`config.mk`:
```
export PLATFORM = sky130hd
export DESIGN_NAME = logic_gate_pipe
export DESIGN_NICKNAME = d
export VERILOG_FILES = /design/src/rtl/logic_gate_pkg.sv /design/src/rtl/logic_gate_reduce.sv /design/src/rtl/logic_gate_pipe.sv
export SDC_FILE = /design/constraint.sdc
export NUM_CORES = 1
export LEC_CHECK = 0
export CAP_MARGIN = 20
export CORE_ASPECT_RATIO = 1.2
export CORE_UTILIZATION = 29
export DETAILED_ROUTE_END_ITERATION = 8
export SYNTH_ARGS = -nofsm -noshare
export SYNTH_HDL_FRONTEND = slang
export SYNTH_HIERARCHICAL = 1
export SYNTH_SLANG_ARGS = --single-unit
```
`constraint.sdc`:
```
create_clock -name clk -period 14.7 [get_ports clk]
set_input_delay 2.94 -clock clk [delete_from_list [all_inputs] [get_ports clk]]
set_output_delay 2.94 -clock clk [all_outputs]
set_load 0.1 [all_outputs]
```
`src/rtl/logic_gate_pkg.sv`:
```
// logic_gate_pkg: mode encodings, base-op enum and mode decoder
// shared by the logic_gate_pipe reduction datapath.
package logic_gate_pkg;

   localparam logic [2:0] MODE_AND  = 3'd0;
   localparam logic [2:0] MODE_NAND = 3'd1;
   localparam logic [2:0] MODE_OR   = 3'd2;
   localparam logic [2:0] MODE_NOR  = 3'd3;
   localparam logic [2:0] MODE_XOR  = 3'd4;
   localparam logic [2:0] MODE_XNOR = 3'd5;
   localparam logic [2:0] MODE_LAST = 3'd5;

   typedef enum logic [1:0] {
      BASE_AND,
      BASE_OR,
      BASE_XOR
   } base_e;

   typedef struct packed {
      base_e base;
      logic  invert;
      logic  err;
   } op_t;

   // Reserved modes decode to a harmless XOR with no inversion;
   // the err flag forces the final result to zero downstream.
   function automatic op_t decode_mode(input logic [2:0] mode);
      op_t op;
      op.base   = BASE_XOR;
      op.invert = 1'b0;
      op.err    = 1'b0;
      unique case (1'b1)
         (mode == MODE_AND),
         (mode == MODE_NAND): begin
            op.base   = BASE_AND;
            op.invert = mode[0];
         end
         (mode == MODE_OR),
         (mode == MODE_NOR): begin
            op.base   = BASE_OR;
            op.invert = mode[0];
         end
         (mode == MODE_XOR),
         (mode == MODE_XNOR): begin
            op.base   = BASE_XOR;
            op.invert = mode[0];
         end
         default: begin
            op.err = 1'b1;
         end
      endcase
      return op;
   endfunction

endpackage

```
`src/rtl/logic_gate_reduce.sv`:
```
// logic_gate_reduce: combinational masked reduction of N operands.
// Ports: data_i (N*W operands), mask_i, base_i -> result_o (W bits).
module logic_gate_reduce
   import logic_gate_pkg::*;
#(
   parameter int N_INPUTS = 8,
   parameter int WIDTH    = 1
) (
   input  logic [N_INPUTS*WIDTH-1:0] data_i,
   input  logic [N_INPUTS-1:0]       mask_i,
   input  base_e                     base_i,
   output logic [WIDTH-1:0]          result_o
);

   logic [WIDTH-1:0] ident;
   logic [WIDTH-1:0] acc;
   logic [WIDTH-1:0] opnd;

   // Masked operands become the identity of the base op so they
   // leave the accumulator untouched.
   always_comb begin
      ident = (base_i == BASE_AND) ? '1 : '0;
      acc   = ident;
      opnd  = ident;
      for (int k = 0; k < N_INPUTS; k++) begin
         opnd = mask_i[k] ? data_i[k*WIDTH +: WIDTH] : ident;
         unique case (1'b1)
            (base_i == BASE_AND): acc = acc & opnd;
            (base_i == BASE_OR):  acc = acc | opnd;
            default:              acc = acc ^ opnd;
         endcase
      end
      result_o = acc;
   end

endmodule

```
`src/rtl/logic_gate_pipe.sv`:
```
// logic_gate_pipe: 2-stage valid/ready masked gate reduction.
// Ports: clk, rst (sync high), in_valid/in_ready/in_data/in_mask/mode,
// out_valid/out_ready/out_data/out_mode_err; out_count only when
// LOGIC_GATE_CNT_EN is defined (saturating delivered-result count).
module logic_gate_pipe
   import logic_gate_pkg::*;
#(
   parameter int N_INPUTS = 8,
   parameter int WIDTH    = 1,
   parameter int CNT_W    = 16
) (
   input  logic                      clk,
   input  logic                      rst,
   input  logic                      in_valid,
   output logic                      in_ready,
   input  logic [N_INPUTS*WIDTH-1:0] in_data,
   input  logic [N_INPUTS-1:0]       in_mask,
   input  logic [2:0]                mode,
   output logic                      out_valid,
   input  logic                      out_ready,
   output logic [WIDTH-1:0]          out_data,
`ifdef LOGIC_GATE_CNT_EN
   output logic [CNT_W-1:0]          out_count,
`endif
   output logic                      out_mode_err
);

   if (N_INPUTS < 2 || N_INPUTS > 32) begin : g_bad_n
      $error("N_INPUTS must be 2..32");
   end
   if (WIDTH < 1 || WIDTH > 64) begin : g_bad_w
      $error("WIDTH must be 1..64");
   end
   if (CNT_W < 1) begin : g_bad_cnt
      $error("CNT_W must be >= 1");
   end

   op_t              op;
   logic [WIDTH-1:0] red;

   logic             s1_valid_q, s1_valid_d;
   logic [WIDTH-1:0] s1_base_q,  s1_base_d;
   logic             s1_inv_q,   s1_inv_d;
   logic             s1_err_q,   s1_err_d;

   logic             out_valid_q, out_valid_d;
   logic [WIDTH-1:0] out_data_q,  out_data_d;
   logic             out_err_q,   out_err_d;

   logic             s2_adv;
   logic             s1_adv;
   logic             in_xfer;

   assign op = decode_mode(mode);

   logic_gate_reduce #(
      .N_INPUTS (N_INPUTS),
      .WIDTH    (WIDTH)
   ) u_reduce (
      .data_i   (in_data),
      .mask_i   (in_mask),
      .base_i   (op.base),
      .result_o (red)
   );

   assign s2_adv   = !out_valid_q || out_ready;
   assign s1_adv   = !s1_valid_q || s2_adv;
   assign in_xfer  = in_valid && s1_adv;
   assign in_ready = s1_adv;

   always_comb begin
      s1_valid_d  = s1_valid_q;
      s1_base_d   = s1_base_q;
      s1_inv_d    = s1_inv_q;
      s1_err_d    = s1_err_q;
      out_valid_d = out_valid_q;
      out_data_d  = out_data_q;
      out_err_d   = out_err_q;

      if (s1_adv) begin
         s1_valid_d = in_valid;
      end
      if (in_xfer) begin
         s1_base_d = red;
         s1_inv_d  = op.invert;
         s1_err_d  = op.err;
      end

      // Payload only moves with a valid bundle, so a drained
      // output keeps its last value instead of picking up junk.
      if (s2_adv) begin
         out_valid_d = s1_valid_q;
         if (s1_valid_q) begin
            out_data_d = s1_err_q ? '0
                       : s1_base_q ^ {WIDTH{s1_inv_q}};
            out_err_d  = s1_err_q;
         end
      end
   end

   always_ff @(posedge clk) begin
      if (rst) begin
         s1_valid_q  <= 1'b0;
         s1_base_q   <= '0;
         s1_inv_q    <= 1'b0;
         s1_err_q    <= 1'b0;
         out_valid_q <= 1'b0;
         out_data_q  <= '0;
         out_err_q   <= 1'b0;
      end else begin
         s1_valid_q  <= s1_valid_d;
         s1_base_q   <= s1_base_d;
         s1_inv_q    <= s1_inv_d;
         s1_err_q    <= s1_err_d;
         out_valid_q <= out_valid_d;
         out_data_q  <= out_data_d;
         out_err_q   <= out_err_d;
      end
   end

   assign out_valid    = out_valid_q;
   assign out_data     = out_data_q;
   assign out_mode_err = out_err_q;

`ifdef LOGIC_GATE_CNT_EN
   logic [CNT_W-1:0] cnt_q, cnt_d;

   always_comb begin
      cnt_d = cnt_q;
      if (out_valid_q && out_ready && (cnt_q != '1)) begin
         cnt_d = cnt_q + 1'b1;
      end
   end

   always_ff @(posedge clk) begin
      if (rst) begin
         cnt_q <= '0;
      end else begin
         cnt_q <= cnt_d;
      end
   end

   assign out_count = cnt_q;
`endif

endmodule
```
==> impl_metrics.csv, run 1 <==
group,metric,value,unit
critical_path,cp_common_cell,"ha_1",
clocking,cts_num_sinks,7,
critical_path,crit_required,14.88,ns
place,port_buffers,26,
sta,period_share,67.3,%
clocking,cts_tree,"yes",
sta,fmax,101,MHz
yosys,synth_area_leaders,"ha_1, dfxtp_1, o21ai_2",
grt,grt_usage,10.7,%
routing,postRouteAntennaNets,0,
yosys,synth_cell_types,28,
flow_run,max_cap_viol_count,0,
min_path,hp-class,"reg -> reg",
yosys,syn-num-nets,159,
routing,dr.pass1.iters,6,
clocking,cts_hold_buf,0,
grt,grt_pass1_vias,765,
die,start_util,30.9,%
yosys,synth.top_cell.area_share,20.9,%
grt,grt_max_degree,27,
final_layout,fill_cells,346,
routing,drc,0,
critical_path,arrival,10.08,ns
power,power_density,59.6,nW/um^2
place,dpl_worst_slack,4.47,ns
sta,setup_viol,0,
sta,hold_viol,0,
routing,vias,922,
sta,fin_crit,9.90,ns
routing,totalWireLength,1.77,mm
final_layout,area_growth,29.6,%
grt,antenna_found_initial,0,
yosys,yosys.area.top_type,"ha_1",
die,num_io_pins,27,
yosys,synth_most_common_cell,"ha_1",
die,rows,22,
yosys,syn_area_per_cell,8.00,sq um
yosys,synth_edf_count,0,
clocking,clkTransAtPathRegs,0.05,ns
yosys,ys_top_cells_by_count,"ha_1, nand2_1, o21a_1, o21ai_2, o31ai_1",
sta,rsz0062_at_grt,"false",
yosys,synth_seq_area_share,14.6,%
die,fp.dieW,54.5,microns
yosys,synthArstFlopShare,0,%
critical_path,path_max_fanout,26,
sta,slew_violations,0,
final_layout,drive_gt1_share,9.09,%
yosys,synth-seq-cells,7,
sta,worstMarginPinSlew,0.960,ns
critical_path,cp-start-kind,"primary input",
clocking,max-clock-path-buffers,2,
clocking,clock_latency,0.25,ns
grt,grt_pass1_wl,2.89,mm
sta,slew_headroom,35.8,%
sta,setup_tns,0,ns
routing,drt_iter0_drc,6,
routing,via_per_inst,5.15,
grt,grt_overflow_total,0,
place,hpwl,1.41,mm
critical_path,end_kind,"register",
run_status,status,"complete, no violations",
sta,skew,0.000572,ns
final_layout,nets,183,
place,gp_congestion,0.636,
die,die_h,65.0,microns
routing,wl_per_cell,9.86,microns
critical_path,max_stage_delay,0.86,ns
clocking,postCtsSetupBuffers,0,
sta,fin_ws,4.80,ns
clocking,clockRootBuffer,"clkbuf_4",
clocking,postCtsResizedCells,0,
power,vdd_ir_drop_max,0.0414,mV
final_layout,diodes,0,
critical_path,criticalPathCategory,"in -> reg",
yosys,synth_warnings,6,
die,die_area,3540,sq um
clocking,cts_made_buffers,3,
die,core,3110,sq um
critical_path,slowest_stage,"nor2b_1",
clocking,htreeDepth,1,
yosys,syn_inst,120,
yosys,synth_top_flop_cell,"dfxtp_1",
yosys,synthesis.area,960,sq um
power,leakagePower,0.505,nW
==> sequential cells by signal (all words and copies together), names as in the netlist <==
register,flops
out_data,1
s1_valid_q,1
s1_base_q,1
s1_inv_q,1
out_valid,1
out_mode_err,1
s1_err_q,1
==> area by class of cell <==
| type | instances | area (sq um) | area share, % |
|---|---|---|---|
| clock buffers | 4 | 26.3 | 2.11 |
| multi-input cells | 103 | 761 | 61.2 |
| flip-flops and latches | 7 | 140 | 11.3 |
| repair buffers | 26 | 260 | 20.9 |
| well taps | 36 | 45.0 | 3.62 |
| inverters | 3 | 11.3 | 0.905 |
==> where the power goes <==
part / switching (mW) / internal (mW) / total [mW]
combinational: 0.0176 / 0.0181 / 0.0357
sequential: 0.000751 / 0.0200 / 0.0208
clock: 0.00727 / 0.0104 / 0.0176
==> worst max-delay path, delay by kind of cell <==
family / cells / cell delay, ns
adder cells (fa/ha/maj): 8 / 1.82
buffers and inverters: 1 / 0.82
AND/OR/NAND/NOR: 11 / 2.80
AO/OA/AOI/OAI: 10 / 1.69
==> through the flow <==
| step | utilization (%) | hold slack (ns) | area [sq um] | total power [mW] | cells |
|---|---|---|---|---|---|
| floorplan | - | 0.447 | 960 | 0.0470 | 120 |
| global placement | 39.1 | 0.460 | 1220 | 0.0563 | 175 |
| detailed placement | 39.1 | 0.465 | 1220 | 0.0574 | 175 |
| CTS | 40.0 | 0.473 | 1240 | 0.0756 | 179 |
| global route | 40.0 | 0.490 | 1240 | 0.0810 | 179 |
| finish | 40.0 | 0.471 | 1240 | 0.0741 | 179 |
==> placed cells by master (no fill, tap or decap), drive strengths merged, types with 2 or more instances in the layout <==
| master | n |
|---|---|
| a21oi | 5 |
| and2 | 5 |
| and2b | 2 |
| clkbuf | 4 |
| clkdlybuf4s50 | 26 |
| dfxtp | 7 |
| ha | 16 |
| inv | 3 |
| nand2 | 14 |
| nand2b | 6 |
| nand3b | 2 |
| nor2 | 6 |
| nor2b | 6 |
| o21a | 8 |
| o21ai | 11 |
| o31a | 7 |
| o31ai | 8 |
==> cell families after synthesis <==
logic type               count (synthesis)  synth area share [%]
AO/OA/AOI/OAI                           39                  30.4
AND/OR/NAND/NOR                         45                  24.9
XOR/XNOR                                 1                 0.913
multiplexers                             2                  2.22
buffers and inverters                   10                  6.13
flip-flops                               7                  14.6
adder cells (fa/ha/maj)                 16                  20.9
==> worst paths after layout <==
| path | startpoint | slack [ns] | to | cells past startpoint |
|---|---|---|---|---|
| setup / recovery | mode[2] | 4.80 | s1_base_q | 30 |
| hold reg to reg | out_mode_err | 0.47 | out_mode_err | 2 |
| hold / removal | out_mode_err | 0.47 | out_mode_err | 2 |
| setup reg to reg | out_valid | 13.43 | s1_err_q | 3 |
==> layer usage <==
metal  track usage [%]  up-vias  share of wire (%)
li1                  -      474                  -
met1              11.6      424                 42
met2              19.1       20                 52
met3             0.704        4                3.6
met4              6.73        0                2.4
met5                 0        -                  0
No activity file was read; power rests on OpenSTA's default activity.
==> run 2, diff against run 1 <==
- clock period: 14.7 -> 8 ns (I/O delays scaled with it)
==> run 2 against run 1 <==
Non-clock buffer count rose by 3. Routed wire length rose by 5.7%. Clock power rose by 84%. Largest power group unchanged. Power rose by 86%. First-iteration DRC count fell by 17%. Final area rose by 1.8%. Global-route usage fell by 0.42 points. Register-to-register slack got worse by 6.7 ns. Worst hold slack improved by 0.0046 ns. Sequential share of layout area fell by 0.20 points. Clock skew rose by 0.0015 ns. Critical path type unchanged.
==> impl_metrics.csv, run 2 (synthesized netlist as in run 1, its figures left out) <==
group,metric,value,unit
routing,postRouteAntennaNets,0,
final_layout,final_cell_count_no_fill,182,
routing,drc,0,
power,p_sw,0.0479,mW
sta,setup_tns,0,ns
place,dp_cells,178,
sta,hold_viol,0,
clocking,clock_latency,0.25,ns
sta,slew_violations,0,
power,power_frac_comb,48.8,%
sta,fmax,140,MHz
routing,via_per_inst,5.10,
final_layout,nets,186,
critical_path,cp_common_cell,"ha_1",
power,switching_share,34.7,%
final_layout,final_common_cell,"clkdlybuf4s50_1",
die,die_area,3540,sq um
die,core,3110,sq um
clocking,clockRootBuffer,"clkbuf_4",
power,intPower,0.0901,mW
routing,wl_per_cell,10.2,microns
final_layout,fin_util,40.7,%
grt,grt_max_degree,24,
sta,period_share,89.1,%
power,power_frac_seq,27.7,%
clocking,postCtsResizedCells,0,
critical_path,criticalPathCategory,"in -> reg",
place,hpwl,1.56,mm
power,p_total,0.138,mW
clocking,postCtsSetupBuffers,0,
grt,grt_pass1_vias,776,
sta,skew,0.00209,ns
critical_path,path_max_fanout,7,
critical_path,arrival,7.30,ns
die,start_util,30.9,%
die,rows,22,
min_path,hp-class,"reg -> reg",
power,leakagePower,0.520,nW
flow_run,max_cap_viol_count,0,
place,port_buffers,26,
final_layout,drive_gt1_share,11.0,%
die,fp.dieW,54.5,microns
grt,grt_pass1_wl,2.76,mm
sta,setup_viol,0,
sta,rsz0062_at_grt,"false",
critical_path,max_stage_delay,0.51,ns
routing,totalWireLength,1.87,mm
run_status,status,"complete, no violations",
final_layout,seq_area,140,sq um
clocking,clkTransAtPathRegs,0.05,ns
critical_path,slowest_stage,"clkdlybuf4s50_1",
sta,worstMarginPinSlew,0.962,ns
power,clkPwrFrac,23.5,%
die,die_h,65.0,microns
routing,dr.pass1.iters,2,
power,vdd_ir_drop_max,0.0729,mV
clocking,cts_num_sinks,7,
final_layout,diodes,0,
critical_path,cp-start-kind,"primary input",
final_layout,final_cell_mix,"clkdlybuf4s50_1, ha_1, nand2_1",
final_layout,fill_cells,335,
final_layout,multiInputGateArea,761,sq um
clocking,cts_hold_buf,0,
place,dpl_worst_slack,0.592,ns
grt,grt_usage,10.3,%
place,gp_congestion,0.641,
grt,antenna_found_initial,0,
clocking,max-clock-path-buffers,2,
die,num_io_pins,27,
routing,drt_iter0_drc,5,
critical_path,end_kind,"register",
critical_path,crit_required,8.17,ns
grt,grt_overflow_total,0,
final_layout,area_growth,31.9,%
routing,vias,929,
power,power_density,109,nW/um^2
sta,slew_headroom,35.7,%
clocking,cts_tree,"yes",
sta,fin_ws,0.871,ns
clocking,cts_made_buffers,3,
clocking,htreeDepth,1,
sta,fin_crit,7.13,ns
==> run 2: worst paths after layout <==
path	from	to	slack, ns	cells past startpoint
setup reg to reg	out_valid	s1_err_q	6.74	3
hold / removal	out_data	out_data	0.48	2
setup / recovery	mode[2]	s1_base_q	0.87	30
hold reg to reg	out_data	out_data	0.48	2
==> run 2: worst max-delay path: cells and delay by family <==
family          cells  cell delay (ns)
compound gates     10             1.77
fa+ha+maj           8             1.75
buf+inv             1             0.51
simple gates       11             1.67
==> run 2: layer usage <==
layer	global-route usage (%)	vias up	share of wire (%)
met5	0	-	0
met4	5.77	0	1.6
met3	0.704	3	3.2
met2	20.0	19	54
met1	9.93	429	41
li1	-	478	-
==> run 2: power groups by stage <==
| stage | logic [mW] | clock network, mW | registers (mW) |
|---|---|---|---|
| finish | 0.0674 | 0.0324 | 0.0382 |
| global route | 0.0753 | 0.0350 | 0.0383 |
| detailed placement | 0.0682 | 0 | 0.0390 |
| CTS | 0.0686 | 0.0336 | 0.0382 |
| floorplan | 0.0436 | 0 | 0.0429 |
| global placement | 0.0661 | 0 | 0.0389 |
==> run 2: layout make-up <==
| cell class | count | area share [%] |
|---|---|---|
| inverters | 3 | 0.889 |
| flip-flops and latches | 7 | 11.1 |
| multi-input cells | 103 | 60.1 |
| repair buffers | 29 | 22.3 |
| well taps | 36 | 3.56 |
| clock buffers | 4 | 2.08 |
==> run 2: metrics by stage <==
step	hold slack [ns]	instance area (sq um)
after floorplan	0.447	960
final	0.475	1270
after global placement	0.461	1240
after detailed placement	0.475	1240
after global routing	0.500	1270
after CTS	0.481	1270
